===== src/rtl/fpu_op_sequencer_if.sv =====
// Stream and FPU-side signals of the FPU issue sequencer.
// The slave modport is the sequencer's view; master is the surrounding logic.
interface fpu_op_sequencer_if #(
  parameter int TAG_W = 4
);
  logic             IN_VALID;
  logic             IN_READY;
  logic [63:0]      IN_A;
  logic [63:0]      IN_B;
  logic [TAG_W-1:0] IN_TAG;
  logic [63:0]      FPU_A;
  logic [63:0]      FPU_B;
  logic [63:0]      FPU_O;
  logic             OUT_VALID;
  logic             OUT_READY;
  logic [63:0]      OUT_O;
  logic [TAG_W-1:0] OUT_TAG;

  modport master (
    output IN_VALID, IN_A, IN_B, IN_TAG, OUT_READY, FPU_O,
    input  IN_READY, FPU_A, FPU_B, OUT_VALID, OUT_O, OUT_TAG
  );

  modport slave (
    input  IN_VALID, IN_A, IN_B, IN_TAG, OUT_READY, FPU_O,
    output IN_READY, FPU_A, FPU_B, OUT_VALID, OUT_O, OUT_TAG
  );
endinterface


===== src/rtl/fpu_op_sequencer.sv =====
// Issue stage for a fixed-latency, non-stallable FPU: registers operands, tracks
// each op through the pipe and returns results in order through a credit-guarded FIFO.
module fpu_op_sequencer #(
  parameter int LATENCY    = 4,
  parameter int FIFO_DEPTH = 8,
  parameter int TAG_W      = 4
) (
  input  logic              CLK,
  input  logic              RST,
  fpu_op_sequencer_if.slave bus,
  output logic              BUSY,
  output logic [15:0]       DONE_CNT
);
  localparam int AW    = $clog2(FIFO_DEPTH);
  localparam int OCC_W = AW + 1;

  logic [OCC_W-1:0]             occ;
  logic                         accept;
  logic                         pop;
  logic                         fifo_wr;
  logic                         fifo_empty;
  logic                         fifo_full;
  logic [LATENCY:0]             vld_pipe;
  logic [LATENCY:0][TAG_W-1:0]  tag_pipe;
  logic [AW:0]                  wr_ptr;
  logic [AW:0]                  rd_ptr;
  logic [63:0]                  mem_o   [FIFO_DEPTH];
  logic [TAG_W-1:0]             mem_tag [FIFO_DEPTH];

  // Credits cover in-flight and buffered ops, so the FPU can never overrun the FIFO.
  // Admission looks only at the registered count, never at OUT_READY.
  assign bus.IN_READY = (occ < OCC_W'(FIFO_DEPTH));
  assign accept       = bus.IN_VALID & bus.IN_READY;
  assign pop          = bus.OUT_VALID & bus.OUT_READY;
  assign BUSY         = (occ != '0);

  always_ff @(posedge CLK) begin
    if (RST) begin
      occ <= '0;
    end else begin
      case ({accept, pop})
        2'b10:   occ <= occ + OCC_W'(1);
        2'b01:   occ <= occ - OCC_W'(1);
        default: occ <= occ;
      endcase
    end
  end

  // Operands hold between accepts to keep the FPU inputs quiet.
  always_ff @(posedge CLK) begin
    if (RST) begin
      bus.FPU_A <= '0;
      bus.FPU_B <= '0;
    end else if (accept) begin
      bus.FPU_A <= bus.IN_A;
      bus.FPU_B <= bus.IN_B;
    end
  end

  always_ff @(posedge CLK) begin
    if (RST) begin
      vld_pipe <= '0;
      tag_pipe <= '0;
    end else begin
      vld_pipe[0] <= accept;
      tag_pipe[0] <= bus.IN_TAG;
      for (int i = 1; i <= LATENCY; i++) begin
        vld_pipe[i] <= vld_pipe[i-1];
        tag_pipe[i] <= tag_pipe[i-1];
      end
    end
  end

  // Last stage lines up with the cycle FPU_O carries that op's result.
  assign fifo_wr    = vld_pipe[LATENCY];
  assign fifo_empty = (wr_ptr == rd_ptr);
  assign fifo_full  = (wr_ptr[AW] != rd_ptr[AW]) && (wr_ptr[AW-1:0] == rd_ptr[AW-1:0]);

  always_ff @(posedge CLK) begin
    if (fifo_wr) begin
      mem_o[wr_ptr[AW-1:0]]   <= bus.FPU_O;
      mem_tag[wr_ptr[AW-1:0]] <= tag_pipe[LATENCY];
    end
  end

  always_ff @(posedge CLK) begin
    if (RST) begin
      wr_ptr <= '0;
      rd_ptr <= '0;
    end else begin
      if (fifo_wr) wr_ptr <= wr_ptr + (AW+1)'(1);
      if (pop)     rd_ptr <= rd_ptr + (AW+1)'(1);
    end
  end

  always_ff @(posedge CLK) begin
    if (!RST && fifo_wr) assert (!fifo_full);
  end

  // Show-ahead head; forced to zero when empty so stale entries never leak out.
  assign bus.OUT_VALID = !fifo_empty;
  assign bus.OUT_O     = bus.OUT_VALID ? mem_o[rd_ptr[AW-1:0]]   : '0;
  assign bus.OUT_TAG   = bus.OUT_VALID ? mem_tag[rd_ptr[AW-1:0]] : '0;

  always_ff @(posedge CLK) begin
    if (RST)      DONE_CNT <= '0;
    else if (pop) DONE_CNT <= DONE_CNT + 16'd1;
  end
endmodule


===== src/flat_wrapper.sv =====
// flat-port wrapper written by rule: the top's interface ports become plain ports
module fpu_op_sequencer_flat 
#(
  parameter int LATENCY    = 4,
  parameter int FIFO_DEPTH = 8,
  parameter int TAG_W      = 4
)
  (CLK, RST, BUSY, DONE_CNT, bus_IN_VALID, bus_IN_A, bus_IN_B, bus_IN_TAG, bus_OUT_READY, bus_FPU_O, bus_IN_READY, bus_FPU_A, bus_FPU_B, bus_OUT_VALID, bus_OUT_O, bus_OUT_TAG);
  fpu_op_sequencer_if #(.TAG_W(TAG_W)) bus_i ();
  input  logic CLK;
  input  logic RST;
  output logic BUSY;
  output logic [15:0] DONE_CNT;
  input wire logic [$bits(bus_i.IN_VALID)-1:0] bus_IN_VALID;
  input wire logic [$bits(bus_i.IN_A)-1:0] bus_IN_A;
  input wire logic [$bits(bus_i.IN_B)-1:0] bus_IN_B;
  input wire logic [$bits(bus_i.IN_TAG)-1:0] bus_IN_TAG;
  input wire logic [$bits(bus_i.OUT_READY)-1:0] bus_OUT_READY;
  input wire logic [$bits(bus_i.FPU_O)-1:0] bus_FPU_O;
  output wire logic [$bits(bus_i.IN_READY)-1:0] bus_IN_READY;
  output wire logic [$bits(bus_i.FPU_A)-1:0] bus_FPU_A;
  output wire logic [$bits(bus_i.FPU_B)-1:0] bus_FPU_B;
  output wire logic [$bits(bus_i.OUT_VALID)-1:0] bus_OUT_VALID;
  output wire logic [$bits(bus_i.OUT_O)-1:0] bus_OUT_O;
  output wire logic [$bits(bus_i.OUT_TAG)-1:0] bus_OUT_TAG;
  assign bus_i.IN_VALID = bus_IN_VALID;
  assign bus_i.IN_A = bus_IN_A;
  assign bus_i.IN_B = bus_IN_B;
  assign bus_i.IN_TAG = bus_IN_TAG;
  assign bus_i.OUT_READY = bus_OUT_READY;
  assign bus_i.FPU_O = bus_FPU_O;
  assign bus_IN_READY = bus_i.IN_READY;
  assign bus_FPU_A = bus_i.FPU_A;
  assign bus_FPU_B = bus_i.FPU_B;
  assign bus_OUT_VALID = bus_i.OUT_VALID;
  assign bus_OUT_O = bus_i.OUT_O;
  assign bus_OUT_TAG = bus_i.OUT_TAG;
  fpu_op_sequencer #(.LATENCY(LATENCY), .FIFO_DEPTH(FIFO_DEPTH), .TAG_W(TAG_W)) u_core (.CLK(CLK), .RST(RST), .bus(bus_i), .BUSY(BUSY), .DONE_CNT(DONE_CNT));
endmodule

===== config.mk =====
export PLATFORM = sky130hd
export DESIGN_NAME = fpu_op_sequencer_flat
export DESIGN_NICKNAME = d
export VERILOG_FILES = /design/src/rtl/fpu_op_sequencer_if.sv /design/src/rtl/fpu_op_sequencer.sv /design/src/flat_wrapper.sv
export SDC_FILE = /design/constraint.sdc
export NUM_CORES = 1
export LEC_CHECK = 0
export ABC_AREA = 1
export CELL_PAD_IN_SITES_DETAIL_PLACEMENT = 2
export CELL_PAD_IN_SITES_GLOBAL_PLACEMENT = 2
export CORE_ASPECT_RATIO = 2
export CORE_MARGIN = 1.5
export CORE_UTILIZATION = 40
export DETAILED_ROUTE_END_ITERATION = 16
export DONT_BUFFER_PORTS = 1
export PLACE_DENSITY = 0.84
export SETUP_SLACK_MARGIN = 0.2
export SYNTH_ARGS = -nofsm -noshare
export SYNTH_HDL_FRONTEND = slang
export SYNTH_SLANG_ARGS = --single-unit

===== constraint.sdc =====
create_clock -name CLK -period 7.3 [get_ports CLK]
set_clock_uncertainty 0.1 [all_clocks]
set_input_delay 0.73 -clock CLK [delete_from_list [all_inputs] [get_ports CLK]]
set_output_delay 0.73 -clock CLK [all_outputs]
set_load 0.01 [all_outputs]

==> Word-level counts from Yosys, hierarchy flattened <==
Memory sizes are Yosys's and may differ from the RTL's. A register that Yosys moved wholly into a read port is not among the register bits.
Cells that the tools add are included.
{ "word_totals": {"ramBits": 544, "output_inout_bits": 215, "regBits": 181, "n_memories": 2} }
{ "op_classes": {"reduce_logical": 3, "eq_ne": 3, "n_lt_le_gt_ge": 1, "add_sub_neg": 5, "muxes": 9, "bitwise": 2} }
{ "mem_list": {"columns": ["memory", "depth", "word_bits", "rd", "rd_ports_with_merged_regs", "wr", "line_no", "source"], "rows": [
  ["u_core.mem_o", 8, 64, 1, 1, 1, "fpu_op_sequencer.sv:27", "logic [63:0] mem_o [FIFO_DEPTH];"],
  ["u_core.mem_tag", 8, 4, 1, 1, 1, "fpu_op_sequencer.sv:28", "logic [TAG_W-1:0] mem_tag [FIFO_DEPTH];"]
]} }
{ "ops": {"columns": ["cell", "n"], "rows": [
  ["$mux W64", 1],
  ["$add A16 B1 Y16 const B", 1],
  ["$add A4 B1 Y4 const B", 3],
  ["$mux W3", 4],
  ["$pmux W4 S2", 1],
  ["$eq A4 B4 Y1", 1],
  ["$lt A4 B4 Y1 const B", 1],
  ["$mux W4", 1],
  ["$reduce_bool A4 Y1", 1],
  ["$sub A4 B1 Y4 const B", 1],
  ["$and A1 B1 Y1", 2],
  ["$eq A2 B1 Y1 const B", 1],
  ["$eq A2 B2 Y1 const B", 1],
  ["$mux W1", 2],
  ["$reduce_bool A2 Y1", 1],
  ["$logic_not A1 Y1", 1]
]} }

==> Logic depth before layout (Yosys ltp) <==
Gate-level depths: netlist of run 1.
{ "logic_depth": {"word_depth": 5, "mapped_depth": 16, "ltp_nobuf": 15} }

==> Worst setup path before layout of run 1 <==
OpenSTA, ideal clock, no wires.
{ "synth_timing": {"kind": "register -> register", "startpoint": "reg u_core.vld_pipe[4]", "endpoint": "mem u_core.mem_o[7][0] (enable)", "t_arrival_ps": 3406, "setup_slack_ps": 3298, "synth_period_minus_slack_ps": 4002, "n_path_buf": 0, "setup_ps": 496, "stages_incl_launch_ff": 3, "cell_sequence": "dfxtp_1 -> nand2_1 -> nor2_1"} }
{ "synth_between": {"elab_chain_cells": 2} }
{ "synth_lines": {"columns": ["item", "line_no", "source"], "rows": [
  ["from (decl)", "fpu_op_sequencer.sv:23", "logic [LATENCY:0] vld_pipe;"],
  ["from (signal, indexed assignment)", "fpu_op_sequencer.sv:68", "vld_pipe[i] <= vld_pipe[i-1];"],
  ["$mux W1", "fpu_op_sequencer.sv:80", "if (fifo_wr) begin"],
  ["$mux W1 (not written as such)", "fpu_op_sequencer.sv:81", "mem_o[wr_ptr[AW-1:0]] <= bus.FPU_O;"],
  ["to (decl)", "fpu_op_sequencer.sv:27", null]
]} }
Every way passes these cells.

==> impl_metrics.ini, run 1 <==
[logic_synthesis]
syn_inst = 2439
synth.area.mux_share = 0.02422
synth_edf_count = 544
synthesis.nets = 2645
avgSynthCellArea_sq_um = 11.52
synth_top_family_by_area = simple AND/OR/NAND/NOR gates
synth_top_area_share = 0.5814
synthDistinctLibCells = 30
synth.largest_area_cell = edfxtp_1
ys_warn_count = 0
synth_area_leaders = edfxtp_1, dfxtp_1, nor2_1
synth_most_common_cell = nor2_1
synth_xor_area_frac = 0.003740
synth_common_cells = nor2_1, edfxtp_1, o21ai_0
synth-seq-cells = 728
synth_area_sq_mm = 0.02810
synthAdderAreaFrac = 0.002672
synthArstFlopShare = 0
synth_compound_area_frac = 0.1047
synth-main-ff-cell = edfxtp_1
synth-simple-area-share = 0.1151
ys_seq_area_frac = 0.7124

[floorplan]
design.core.area_sq_mm = 0.06959
die_area_sq_mm = 0.07194
die_h_um = 377.8
die-width_um = 190.4
io_pins = 415
num_rows = 137
initial_utilization = 0.4038

[timing]
period_needed_ns = 4.973
slew_headroom = 0.1999
fmax_ghz = 0.2011
slew_viol_final = 0
period_share = 0.6812
rsz0062_at_grt = false
tightest_slew_ns = 1.200
hold_viol = 0
whs_ns = 0.05936
setup_viol = 0
finalSetupTns_ns = 0
setup_ws_ns = 2.327

[cells_and_area]
syn_to_final_growth_pct = 9.787
drive_above_1_share = 0.05897
fin_util = 0.4433
finalNonFillerCells = 3328
design_area_sq_mm = 0.03085
diodes = 0
fin_nets = 2581

[grt]
grt_overflow = 0
grt_first_pass_wirelength_mm = 130.0
antenna_found_initial = 3
track_usage = 0.2434
grt_max_degree = 126
grt_pass1_vias = 21330

[clock_tree]
post_cts_buffers = 0
cts_buffers = 68
clk_pin_slew_ns = 0.06
clk_path_buf_depth = 3
cts_sinks = 728
cts_hold_buf = 0
cts_max_level = 3
root_buffer = clkbuf_16
postCtsResizedCells = 0
clk_latency_ns = 0.62
cts_tree = built

[drt]
drt-initial-drc-count = 875
route.detailed.wl_per_inst_um = 26.24
avgViaCountPerCell = 5.591
firstDrtPassIters = 4
drt-total-wl_mm = 87.32
vias = 18610
route.detailed.drc = 0
ant_nets = 0

[run_status]
status = completed

[worst_setup_path]
endpoint_kind = primary output
cp.required_ns = 6.47
critPathLaunchType = register
criticalPathCategory = reg -> out
arrival_ns = 4.14
worstPathMaxFanout = 84

[power_and_ir_drop]
finalPower_mw = 9.335
p_leak_nw = 10.24
ir_drop_mv = 0.1852
powerDensity_mw_per_mm2 = 302.6

[placed_design]
port_buffers = 0
dp_slack_ns = 3.016
dpl-instance-area_sq_mm = 0.02866
dpl.cell_count = 3208
gp_congestion = 0.8568
dp_hpwl_mm = 54.81

[min_path]
hold_path.class = in -> reg

[flow_run]
maxCapViolCount = 0
registers in the layout (all words and copies together) (netlist names), named ones only:
name	flops
u_core.rd_ptr	4
u_core.mem_o	512
u_core.bus.FPU_A	64
u_core.DONE_CNT	16
u_core.wr_ptr	4
u_core.mem_tag	32
u_core.tag_pipe	20
u_core.vld_pipe	5
u_core.bus.FPU_B	64
u_core.occ	4
path summary, 6_finish.rpt:
path                                          from             endpoint  slack (ns)  cells after the start
worst min-delay path                           RST  u_core.DONE_CNT[14]        0.06                      1
worst max-delay path                      register        bus_OUT_O[63]        2.33                      6
worst min register to register  u_core.tag_pipe[5]   u_core.tag_pipe[9]        0.30                      2
worst max register to register  u_core.vld_pipe[4]     u_core.wr_ptr[3]        4.23                      5
kinds of logic after synthesis:
| kind of cell | Yosys count |
|---|---|
| buf+inv | 216 |
| compound gates | 567 |
| fa+ha+maj | 6 |
| mux | 68 |
| flops | 728 |
| xor+xnor | 12 |
| simple gates | 842 |
per-layer routing:
layer | global-route usage | part of all wire | up-vias
met5 | 0 | 0 | -
met4 | 0.1027 | 0.036 | 0
met3 | 0.06587 | 0.071 | 141
met2 | 0.4670 | 0.55 | 575
met1 | 0.2400 | 0.35 | 9540
li1 | - | - | 8350
where the power goes:
group          switching (mW)  internal [mW]
Sequential              0.180           4.56
Clock                    1.55           2.02
Combinational           0.740          0.281
critical path, cell delays in order, from the launching register on:
cell and delay, ns:
dfxtp_4 0.59, buf_4 0.84, buf_4 0.85, o21ai_0 0.27
o21ai_0 0.37, o21ai_0 0.16, nor2_1 0.37
layout make-up:
type | instances | area, sq um
inverter | 60 | 232.7
fill | 7017 | 38740
tap | 903 | 1130
multi-input combinational | 1495 | 7104
clock buffer | 94 | 1957
timing repair buffer | 22 | 165.2
clock inverter | 26 | 230.2
sequential | 728 | 20030
placed cells by master (no fill, tap or decap):
cell type	netlist	routed
buf_4	11	22
a21oi_2	5	5
nand2_1	76	75
clkinv_2	0	7
nor2_2	1	1
a21oi_1	16	16
clkbuf_1	67	13
bufinv_16	0	4
clkinv_4	0	1
clkinvlp_4	0	3
nor2_4	1	9
o22ai_1	68	68
o21ai_0	418	418
nor3_1	2	2
nand3_1	17	17
ha_1	6	6
nor2_1	734	726
clkbuf_2	7	2
dfxtp_1	184	181
clkinv_1	0	11
xor2_1	10	10
o21ai_1	60	60
mux2i_1	68	68
nand4_1	7	7
xnor2_1	2	2
inv_2	4	2
nand2_4	2	3
inv_1	56	56
nand3b_1	2	2
clkbuf_16	0	72
clkbuf_8	0	7
edfxtp_1	544	544
dfxtp_4	0	3
inv_6	0	2
Note: power is estimated with default switching activity, not from simulation.
==> inputs of run 2 (changes only) <==
==> constraint.sdc (replaced) <==
create_clock -name CLK -period 4.6 [get_ports CLK]
set_clock_uncertainty 0.1 [all_clocks]
set_input_delay 0.46 -clock CLK [delete_from_list [all_inputs] [get_ports CLK]]
set_output_delay 0.46 -clock CLK [all_outputs]
set_load 0.01 [all_outputs]
==> run 2 against run 1 <==
Clock-buffer cell count fell by 9. Cell count rose by 5.6%. Largest power group unchanged. Critical endpoint is now bus_OUT_O[58]. Clock power rose by 52%. Register-to-register slack got worse by 2.7 ns. First-iteration DRC count rose by 4.9%. Largest cell class unchanged. Critical path type unchanged.
==> impl_metrics.ini, run 2 (synthesized netlist as in run 1, its figures left out) <==
[run_status]
status = completed

[clock_tree]
root_buffer = clkbuf_16
post_cts_buffers = 0
cts_sinks = 728
clk_path_buf_depth = 3
cts_tree = built
clk_latency_ns = 0.63
clk_pin_slew_ns = 0.08
cts_buffers = 67
cts_max_level = 3

[grt]
grt_use_met1 = 0.2668
grt_pass1_vias = 22680
use_met2 = 0.4822
grt_first_pass_wirelength_mm = 139.2
antenna_found_initial = 9
grt_overflow = 0
grt_max_degree = 150
grt_util_met3 = 0.07284
track_usage = 0.2600
busiest_layer = met2

[timing]
hold_viol = 0
rsz0062_at_grt = false
tightest_slew_ns = 1.262
setup_viol = 0
whs_ns = 0.04670
period_share = 0.8521
slew_headroom = 0.1499
finalSetupTns_ns = 0
period_needed_ns = 3.920
fmax_ghz = 0.2551
slew_viol_final = 0

[worst_setup_path]
worstPathMaxFanout = 149
arrival_ns = 3.36
cp.required_ns = 4.04
critPathLaunchType = register
ff2ff_path_depth = 6
endpoint_kind = primary output
criticalPathCategory = reg -> out

[drt]
firstDrtPassIters = 4
vias = 19610
drt-initial-drc-count = 918
avgViaCountPerCell = 5.577
drt-total-wl_mm = 93.71
route.detailed.drc = 0
ant_nets = 0
route.detailed.wl_per_inst_um = 26.65

[power_and_ir_drop]
p_leak_nw = 10.99
powerDensity_mw_per_mm2 = 455.0
ir_drop_mv = 0.2851
finalPower_mw = 14.89

[placed_design]
dp_hpwl_mm = 53.74
gp_congestion = 0.8973
dpl-instance-area_sq_mm = 0.02885
port_buffers = 0

[floorplan]
design.core.area_sq_mm = 0.06959
die_area_sq_mm = 0.07194
die_h_um = 377.8
num_rows = 137
initial_utilization = 0.4038
die-width_um = 190.4
io_pins = 415

[cells_and_area]
design_area_sq_mm = 0.03273
final_common_cell = nor2_1
nFillCells = 6938
layout_common_cells = nor2_1, edfxtp_1, o21ai_0
fin_nets = 2768
drive_above_1_share = 0.05594
multi_input_area_sq_mm = 0.007104
syn_to_final_growth_pct = 16.48
regArea_sq_mm = 0.02003
largest_reg_flops = 512

[min_path]
hold_path.class = in -> reg
min_path_cells = 3

[flow_run]
maxCapViolCount = 0
run 2: changes by cell type in the layout (fill, tap and decap cells not counted), sizes merged:
cell / previous run / this run
inv: 60 / 63
dlygate4sd3: 0 / 180
clkbuf: 94 / 85
buf: 22 / 30
diode: 0 / 3
clkinvlp: 3 / 7
bufinv: 4 / 3
run 2: worst paths after layout:
path	from	endpoint	slack, ns
setup / recovery	register	bus_OUT_O[58]	0.68
hold / removal	bus_OUT_READY	u_core.DONE_CNT[8]	0.05
setup reg to reg	u_core.occ[3]	u_core.bus.FPU_A[17]	1.58
hold reg to reg	u_core.tag_pipe[7]	u_core.tag_pipe[11]	0.30
run 2: final cells by class:
class	count	area share
diodes	3	0.0002294
clock buffers	85	0.05459
clock inverters	32	0.007990
inverters	60	0.007110
multi-input cells	1495	0.2171
flip-flops and latches	728	0.6120
well taps	903	0.03452
repair buffers	210	0.06652
run 2: repair_timing:
action                                 in CTS  in global routing
endpoints found under the hold margin     667                  0
hold buffers                              181                  0
resized for setup                           0                  0
run 2: critical path: stages, from the launching register on:
cell and delay, ns:
dfxtp_4 0.93, buf_12 0.54, nor2_1 0.15, nor2_1 0.14
o21ai_0 0.11, o21ai_0 0.12, o21ai_0 0.11, nor2_1 0.39
run 2: layer usage:
layer | vias up | part of all wire | wire (um)
li1 | 8741 | - | -
met1 | 10070 | 0.36 | 33450
met2 | 609 | 0.53 | 50000
met3 | 176 | 0.064 | 5992
met4 | 10 | 0.045 | 4197
met5 | - | 0.00070 | 66
run 2: where the power goes:
part	internal (mW)	total (mW)	switching, mW
sequential	7.24	7.57	0.326
clock	2.94	5.44	2.50
combinational	0.564	1.89	1.33
total	10.7	14.9	4.15
run 2: through the flow:
stage	utilization	std cells	worst slack [ns]
2_1_floorplan	-	2439	0.5977
3_3_place_gp	0.4146	3215	1.455
3_5_place_dp	0.4146	3215	1.367
4_1_cts	0.4702	3513	0.6774
5_1_grt	0.4703	3515	0.4804
6_report	0.4703	3516	0.6801
==> inputs of run 3 (changes only) <==
--- a/config.mk
+++ b/config.mk
@@ -10,10 +10,11 @@
 export CELL_PAD_IN_SITES_GLOBAL_PLACEMENT = 2
 export CORE_ASPECT_RATIO = 2
 export CORE_MARGIN = 1.5
-export CORE_UTILIZATION = 40
+export CORE_UTILIZATION = 42
+export CTS_CLUSTER_SIZE = 30
 export DETAILED_ROUTE_END_ITERATION = 16
 export DONT_BUFFER_PORTS = 1
-export PLACE_DENSITY = 0.84
+export PLACE_DENSITY = 0.87
 export SETUP_SLACK_MARGIN = 0.2
 export SYNTH_ARGS = -nofsm -noshare
 export SYNTH_HDL_FRONTEND = slang
==> run 3 against run 2 <==
Flip-flop and latch count unchanged. Setup slack lost 0.12 ns. Largest power group unchanged. Critical path depth is 1 higher. Cell count shrank 0.31%. Clock power rose by 6.8%. Register-to-register slack improved by 0.22 ns. First-iteration DRC count rose by 53%. Total power grew 3.0%. Worst hold slack worse by 0.037 ns. Highest routed layer unchanged. Fmax shrank 2.9%. Sequential power about the same. Via count is 3.0% higher.
==> impl_metrics.ini, run 3 (synthesized netlist as in run 1, its figures left out) <==
[drt]
route.detailed.wl_per_inst_um = 30.00
vias = 20200
ant_nets = 0
firstDrtPassIters = 5
route.detailed.drc = 0
drt-initial-drc-count = 1408
avgViaCountPerCell = 5.763
drt-total-wl_mm = 105.2

[grt]
antenna_found_initial = 15
grt_pass1_vias = 22740
grt_first_pass_wirelength_mm = 150.4
grt_max_degree = 161
grt_overflow = 0
track_usage = 0.3014

[timing]
period_needed_ns = 4.037
rsz0062_at_grt = false
whs_ns = 0.009921
fmax_ghz = 0.2477
slew_viol_final = 0
period_share = 0.8777
setup_viol = 0
hold_viol = 0
slew_headroom = 0.1260
tightest_slew_ns = 1.297
setup_ws_ns = 0.5625
finalSetupTns_ns = 0

[placed_design]
dp_hpwl_mm = 58.48
dp_slack_ns = 1.376
dpl-instance-area_sq_mm = 0.02888
gp_congestion = 0.8470
port_buffers = 0

[clock_tree]
cts_tree = built
clk_path_buf_depth = 3
root_buffer = clkbuf_16
cts_max_level = 3
cts_buffers = 67
cts_sinks = 728
clk_pin_slew_ns = 0.07
clk_latency_ns = 0.61

[worst_setup_path]
max_stage_delay_ns = 0.70
endpoint = bus_OUT_O[24]
criticalPathCategory = reg -> out
cpMostUsedCell = nor2_1
r2r_start = u_core.wr_ptr[1]
endpoint_kind = primary output
r2r-end = u_core.rd_ptr[3]
cp.required_ns = 4.04
ff2ff_setup_slack_ns = 1.80
cp_slowest_cell = buf_4
ff2ff_path_depth = 9
path_cells = buf_4 -> buf_4 -> nor2_1 -> nor2_1 -> o21ai_0 -> o21ai_1 -> o21ai_0 -> nor2_1
critPathLaunchType = register
arrival_ns = 3.48
worstPathMaxFanout = 57

[floorplan]
die-width_um = 185.9
initial_utilization = 0.4232
num_rows = 134
die_h_um = 368.8
die_area_sq_mm = 0.06856
design.core.area_sq_mm = 0.06639
io_pins = 415

[run_status]
status = completed

[min_path]
hold_path.class = in -> reg
min_path_cells = 2

[cells_and_area]
syn_to_final_growth_pct = 16.76
final_common_cell = nor2_1
largest_reg_flops = 512
layout_common_cells = nor2_1, edfxtp_1, o21ai_0
design_area_sq_mm = 0.03281
multi_input_area_sq_mm = 0.007104
fin_nets = 2767
regArea_sq_mm = 0.02003
nFillCells = 6548
drive_above_1_share = 0.06054

[power_and_ir_drop]
p_leak_nw = 11.06
powerDensity_mw_per_mm2 = 467.7
ir_drop_mv = 0.2812

[flow_run]
maxCapViolCount = 0
run 3: how the worst min path moves through the flow:
stage                                   from             endpoint  slack, ns
after detailed placement  u_core.tag_pipe[2]   u_core.tag_pipe[6]       0.30
after global placement    u_core.tag_pipe[0]   u_core.tag_pipe[4]       0.29
final                            bus_IN_B[1]  u_core.bus.FPU_B[1]       0.01
after global routing             bus_IN_B[1]  u_core.bus.FPU_B[1]      0.006
after CTS                        bus_IN_B[1]  u_core.bus.FPU_B[1]      0.003
after floorplan           u_core.tag_pipe[6]  u_core.tag_pipe[10]       0.29
run 3: routing by layer:
| metal | wire (um) | track usage |
|---|---|---|
| met1 | 38130 | 0.3293 |
| met5 | 84 | 0 |
| met3 | 8177 | 0.08239 |
| met4 | 4311 | 0.1335 |
| met2 | 54460 | 0.5370 |
run 3: critical path, delay by kind of cell, from the launching register on:
kind / cells / cell delay [ns]
compound gates: 3 / 0.39
buf+inv: 2 / 1.27
flops: 1 / 0.39
simple gates: 3 / 0.72
run 3: repair_timing:
action / CTS / global route
resized for setup: 0 / 0
hold buffers: 172 / 0
buffers inserted: 0 / 0
endpoints found under the hold margin: 659 / 0
run 3: where the power goes:
group          switching (mW)  total [mW]  internal [mW]
clock                    2.60        5.81           3.21
combinational            1.42        1.99          0.564
sequential              0.313        7.55           7.24
run 3: layout make-up:
cell class,instances,share of cell area
Sequential cell,728,0.6104
Multi-Input combinational cell,1495,0.2165
Timing Repair Buffer,209,0.06506
Clock buffer,90,0.05823
Tap cell,884,0.03371
Clock inverter,28,0.008047
Inverter,60,0.007131
Antenna cell,11,0.0008390
run 3: per-stage QoR:
stage / total power, mW / cells / util
global route: 15.80 / 3503 / 0.4941
global placement: 9.194 / 3204 / 0.4349
finish: 15.35 / 3505 / 0.4942
detailed placement: 9.332 / 3204 / 0.4349
floorplan: 8.802 / 2439 / -
CTS: 15.19 / 3494 / 0.4937
